`src/rtl/instr_mem_arbiter.sv`:
```
// instr_mem_arbiter: round-robin arbiter sharing one instruction-memory request
// port among NUM_REQ miss requesters, one transaction outstanding at a time.
// Optional same-line request merging is compiled in with INSTR_ARB_MERGE_EN.
module instr_mem_arbiter #(
  parameter int NUM_REQ     = 4,
  parameter int ADDR_WIDTH  = 32,
  parameter int LANE_WIDTH  = 512,
  parameter int OFFSET_BITS = 6
) (
  input  logic                                clk_i,
  input  logic                                rst_ni,
  input  logic [NUM_REQ-1:0]                  req_valid_i,
  input  logic [NUM_REQ-1:0][ADDR_WIDTH-1:0]  req_address_i,
  output logic [NUM_REQ-1:0]                  req_ready_o,
  output logic [NUM_REQ-1:0]                  resp_valid_o,
  output logic [LANE_WIDTH-1:0]               resp_data_o,
  output logic [ADDR_WIDTH-1:0]               resp_address_o,
  input  logic                                mem_request_available_i,
  output logic                                mem_request_valid_o,
  output logic [ADDR_WIDTH-1:0]               mem_request_address_o,
  input  logic                                mem_response_valid_i,
  input  logic [LANE_WIDTH-1:0]               mem_response_data_i,
  output logic                                busy_o
);

  localparam int PTR_W = (NUM_REQ > 1) ? $clog2(NUM_REQ) : 1;

  typedef enum logic [1:0] {IDLE, ISSUE, WAIT_MEM} state_e;

  state_e                  state_q;
  logic [PTR_W-1:0]        ptr_q;
  logic [NUM_REQ-1:0]      owner_q;
  logic [ADDR_WIDTH-1:0]   pend_addr_q;
  logic [NUM_REQ-1:0]      resp_valid_q;
  logic [LANE_WIDTH-1:0]   resp_data_q;
  logic [ADDR_WIDTH-1:0]   resp_addr_q;
  logic                    mem_req_valid_q;
  logic [ADDR_WIDTH-1:0]   mem_req_addr_q;

  logic                    grant_found;
  logic [PTR_W-1:0]        grant_idx;
  logic [PTR_W-1:0]        cand;
  logic [NUM_REQ-1:0]      grant_onehot;
  logic [NUM_REQ-1:0]      merge_vec;
  logic [PTR_W-1:0]        ptr_d;

  // Round-robin search: first valid requester at or above the pointer, wrapping.
  always_comb begin
    grant_found = 1'b0;
    grant_idx   = '0;
    cand        = '0;
    for (int k = 0; k < NUM_REQ; k++) begin
      cand = PTR_W'((int'(ptr_q) + k) % NUM_REQ);
      if (!grant_found && req_valid_i[cand]) begin
        grant_found = 1'b1;
        grant_idx   = cand;
      end
    end
  end

  assign grant_onehot = grant_found ? (NUM_REQ'(1) << grant_idx) : '0;
  assign ptr_d        = (grant_idx == PTR_W'(NUM_REQ - 1)) ? '0 : grant_idx + PTR_W'(1);

`ifdef INSTR_ARB_MERGE_EN
  // A requester joins the outstanding miss when it targets the same line.
  for (genvar gi = 0; gi < NUM_REQ; gi++) begin : g_merge
    assign merge_vec[gi] = (state_q != IDLE) && req_valid_i[gi] && !owner_q[gi] &&
                           (req_address_i[gi][ADDR_WIDTH-1:OFFSET_BITS] ==
                            pend_addr_q[ADDR_WIDTH-1:OFFSET_BITS]);
  end
`else
  assign merge_vec = '0;
`endif

  // Accepts come from the IDLE winner, or from same-line merges while busy.
  assign req_ready_o = (state_q == IDLE) ? grant_onehot : merge_vec;

  // Main FSM: grant, issue to memory, wait for the lane, return it to the owners.
  always_ff @(posedge clk_i or negedge rst_ni) begin
    if (!rst_ni) begin
      state_q         <= IDLE;
      ptr_q           <= '0;
      owner_q         <= '0;
      pend_addr_q     <= '0;
      resp_valid_q    <= '0;
      resp_data_q     <= '0;
      resp_addr_q     <= '0;
      mem_req_valid_q <= 1'b0;
      mem_req_addr_q  <= '0;
    end else begin
      mem_req_valid_q <= 1'b0;
      resp_valid_q    <= '0;
      case (state_q)
        IDLE: begin
          if (grant_found) begin
            pend_addr_q <= req_address_i[grant_idx];
            owner_q     <= grant_onehot;
            ptr_q       <= ptr_d;
            state_q     <= ISSUE;
          end
        end
        ISSUE: begin
          owner_q <= owner_q | merge_vec;
          if (mem_request_available_i) begin
            mem_req_valid_q <= 1'b1;
            mem_req_addr_q  <= pend_addr_q;
            state_q         <= WAIT_MEM;
          end
        end
        WAIT_MEM: begin
          owner_q <= owner_q | merge_vec;
          if (mem_response_valid_i) begin
            resp_valid_q <= owner_q | merge_vec;
            resp_data_q  <= mem_response_data_i;
            resp_addr_q  <= pend_addr_q;
            owner_q      <= '0;
            state_q      <= IDLE;
          end
        end
        default: state_q <= IDLE;
      endcase
    end
  end

  assign resp_valid_o          = resp_valid_q;
  assign resp_data_o           = resp_data_q;
  assign resp_address_o        = resp_addr_q;
  assign mem_request_valid_o   = mem_req_valid_q;
  assign mem_request_address_o = mem_req_addr_q;
  assign busy_o                = (state_q != IDLE);

endmodule

```
`config.mk`:
```
export PLATFORM = sky130hd
export DESIGN_NAME = instr_mem_arbiter
export DESIGN_NICKNAME = d
export VERILOG_FILES = /design/src/rtl/instr_mem_arbiter.sv
export SDC_FILE = /design/constraint.sdc
export NUM_CORES = 1
export LEC_CHECK = 0
export ABC_AREA = 0
export ABC_CLOCK_PERIOD_IN_PS = 3940
export CELL_PAD_IN_SITES_DETAIL_PLACEMENT = 1
export CELL_PAD_IN_SITES_GLOBAL_PLACEMENT = 2
export CORE_AREA = 2 2 487 489
export DETAILED_ROUTE_END_ITERATION = 7
export DIE_AREA = 0 0 489 491
export GPL_TIMING_DRIVEN = 0
export PLACE_DENSITY = 0.46
export SETUP_SLACK_MARGIN = 0.5
export SLEW_MARGIN = 15
export SYNTH_ARGS = -nofsm -noshare
export SYNTH_HDL_FRONTEND = slang
export SYNTH_SLANG_ARGS = --single-unit
```
`constraint.sdc`:
```
create_clock -name clk_i -period 3.94 [get_ports clk_i]
set_input_delay 0.985 -clock clk_i [delete_from_list [all_inputs] [get_ports clk_i]]
set_output_delay 0.985 -clock clk_i [all_outputs]
set_load 0.005 [all_outputs]
```
==> results.tsv <==
stage	metric	value	unit
pwr	pwr dens	756.2	mW/mm²
final_layout	Final Core Density	18.88	%
yosys	post-synth cell types	33	
placement	hpwl dp	144200	µm
setup_path	CP Class	input pin to output port	
route	drt wl/cell	23.94	µm
timing	worst slew pin tran	1.024	ns
yosys	Async SR Flop Fraction	100.0	%
timing	Worst slew margin	31.77	%
pwr	switching power	12.54	mW
floorplan	core area	0.2345	mm²
yosys	number of synthesized register bits	621	
floorplan	die area	0.2401	mm²
pwr	Seq pwr share	33.3	%
timing	Hold Vio Cnt, Final	0	
global_route	global-route wire length before repair	236900	µm
pwr	clock share of power	24.9	%
cts	Max clock buf depth	3	
route	via count	24440	
pwr	worst vdd ir	0.3081	mV
floorplan	Horiz. Die Dim	489	µm
min_path	Worst Hold Class	input pin to async pin	
route	TritonRoute pass-1 iters	5	
final_layout	Final #Nets	4758	
final_layout	Fillers	27420	
final_layout	share of layout cells above drive strength 1	6.630	%
yosys	Syn Std Cell Area	0.02449	mm²
yosys	Mapped Cells	2758	
pwr	Sw Ratio	37.45	%
placement	Port Buffers	1233	
cts	CTS clk-pin slew, worst paths	0.05	ns
timing	Hold Worst Slack	0.1372	ns
pwr	combinational share of power	41.8	%
global_route	gr ovfl total	0	
timing	Worst Setup Slack, final	0.5769	ns
cts	total CTS buffers	91	
setup_path	crit start category	input pin	
run	max-cap viol count	0	
global_route	vias in the first global route	26940	
global_route	GRT Util Overall	14.31	%
timing	fin crit share	85.36	%
yosys	Yosys Warn Count	0	
timing	Setup Viol. Count Final	0	
route	vias per inst	3.327	
timing	clock skew	0.04140	ns
timing	Max Freq	0.2973	GHz
route	First DRT Iteration DRCs	801	
route	DRC viols	0	
route	DRT Wirelength	175900	µm
floorplan	IO Pins	1234	
placement	Final Wtd Congestion	0.7914	
setup_path	WP data arrival	2.38	ns
floorplan	Starting Density	10.44	%
final_layout	synthesis-to-finish area growth	80.82	%
final_layout	Reg area	0.01554	mm²
setup_path	Worst EP required	2.95	ns
yosys	Post-synth top flop	dfrtp_1	
floorplan	# rows	178	
global_route	largest net degree at the start of global routing	83	
timing	RSZ-0062 raised after global routing	yes	
global_route	initial antenna violation count	71	
setup_path	critical path capture point type	output port	
timing	max-slew violation count	0	
placement	worst slack, placed	-0.8681	ns
route	Final ANT Viol Nets	0	
yosys	post-synthesis sequential area ratio	63.46	%
cts	CTS sink count	621	
yosys	number of synthesized flops with an enable pin	0	
yosys	Syn Nets	3409	
status	status	complete, no violations	
cts	Hold-fix buffers, CTS	0	
cts	root buf cell	clkbuf_16	
floorplan	Die Y	491	µm
timing	Min Clock Period, post-route	3.363	ns
pwr	cell internal pwr	20.95	mW
yosys	Syn Area/Cell	8.879	µm²
cts	CTS tree	built	
cts	later-pin clock latency in the skew report	0.73	ns
final_layout	multi-input combinational cell area	0.008302	mm²
setup_path	crit-path max FO	3	
pwr	Leak Pwr	20.18	nW
cts	H-tree depth	3	
pwr	total power	33.49	mW
## cells in the final DEF (no fill, tap or decap), types with 13 or more instances in the layout
cell type,instances
diode_2,17
nand4_1,32
mux2i_1,32
clkbuf_8,18
a211o_1,32
nand2_1,1768
dfrtp_1,619
clkdlybuf4s50_1,1224
clkbuf_1,92
clkbuf_16,92
o211ai_1,32
clkinv_2,20
buf_4,13
o31ai_1,32
buf_2,74
## flip-flops by register name, indices dropped and copies added, names as in the netlist
| register | flops |
|---|---|
| resp_valid_o | 4 |
| mem_request_valid_o | 1 |
| ptr_q | 2 |
| resp_address_o | 32 |
| pend_addr_q | 32 |
| mem_request_address_o | 32 |
| owner_q | 4 |
| resp_data_o | 512 |
| state_q | 2 |
## cell type report
cell class	instances	area share [%]
antenna	17	0.09607
buffer	162	1.681
clock buffer	131	5.937
clock inverter	33	0.7855
inverter	5	0.04803
multi-input combinational	1970	18.75
sequential	621	35.10
tap	3150	8.901
timing repair buffer	1256	28.70
## per-layer routing
metal	vias to the layer above	share of wire, %	GRT usage, %
met1	11930	38	15.36
met4	74	1.5	2.729
met2	906	49	25.32
met3	219	11	6.908
li1	11310	-	-
met5	-	0.26	0
## path summary, 6_finish.rpt
kind | startpoint | endpoint | slack, ns | cells past startpoint
setup / recovery | req_valid_i[2] | req_ready_o[2] | 0.58 | 9
hold / removal | rst_ni | resp_data_o[510]$_DFFE_PN0P_ | 0.14 | 1
setup reg to reg | state_q[0]$_DFFE_PN0P_ | resp_data_o[267]$_DFFE_PN0P_ | 1.03 | 8
hold reg to reg | mem_request_address_o[19]$_DFFE_PN0P_ | mem_request_address_o[19]$_DFFE_PN0P_ | 0.47 | 2
max in group asynchronous | rst_ni | resp_data_o[167]$_DFFE_PN0P_ | 1.64 | 5
min in group clk_i | mem_request_address_o[19]$_DFFE_PN0P_ | mem_request_address_o[19]$_DFFE_PN0P_ | 0.47 | 2
## cell usage after synthesis (3+ instances only)
master / instances / share of area (%)
nand2b_1: 3 / 0.077
and2_1: 4 / 0.10
buf_2: 74 / 1.5
ha_1: 3 / 0.15
inv_1: 3 / 0.046
nand2_1: 1768 / 27
nor2_1: 8 / 0.12
o31ai_1: 32 / 0.98
and3_1: 3 / 0.077
a211o_1: 32 / 1.1
clkbuf_1: 76 / 1.2
a21o_1: 5 / 0.15
dfrtp_1: 621 / 63
o211ai_1: 32 / 0.98
buf_6: 3 / 0.14
mux2i_1: 32 / 1.3
nand4_1: 32 / 0.82
buf_1: 9 / 0.14
## power by group through the flow
stage | registers, mW | clock network, mW | logic [mW]
global placement | 11.3 | 0 | 14.3
global route | 11.6 | 8.98 | 15.5
detailed placement | 11.3 | 0 | 14.4
floorplan | 11.1 | 0 | 3.87
finish | 11.1 | 8.34 | 14.0
CTS | 11.2 | 8.77 | 14.6
## timing repair
action | CTS | global route
cloned | 0 | 0
buffers inserted | 9 | 4
endpoints found under the setup margin | 4 | 4
resized for setup | 55 | 4
hold endpoints to repair | 0 | 0
pin swaps | 6 | 2
## through the flow
step,std cells,area (µm²),TNS (ns)
floorplan,2758,24490,0
global placement,7141,40770,-
detailed placement,7151,41060,-15.03
CTS,7324,44200,0
global route,7329,44240,0
finish,7345,44280,0
## critical path, cell delays in order
cell and delay (ns):
dlygate4sd2_1 0.28, nand2b_1 0.15, a21oi_4 0.09, nor3_4 0.22
inv_4 0.08, buf_12 0.14, ha_4 0.14, and3_4 0.16
buf_6 0.13
## kinds of logic (layout without fill, tap and decap cells)
kind of cell | count (synthesis) | in the layout | synth area share, %
adders and majority gates | 3 | 3 | 0.1533
AOI/OAI and AO/OA | 109 | 109 | 3.474
other | 0 | 17 | 0
muxes | 32 | 32 | 1.308
DFF | 621 | 621 | 63.46
buffers and inverters | 167 | 1587 | 3.040
and+or+nand+nor | 1826 | 1826 | 28.57
(Power assumes the default switching activity.)
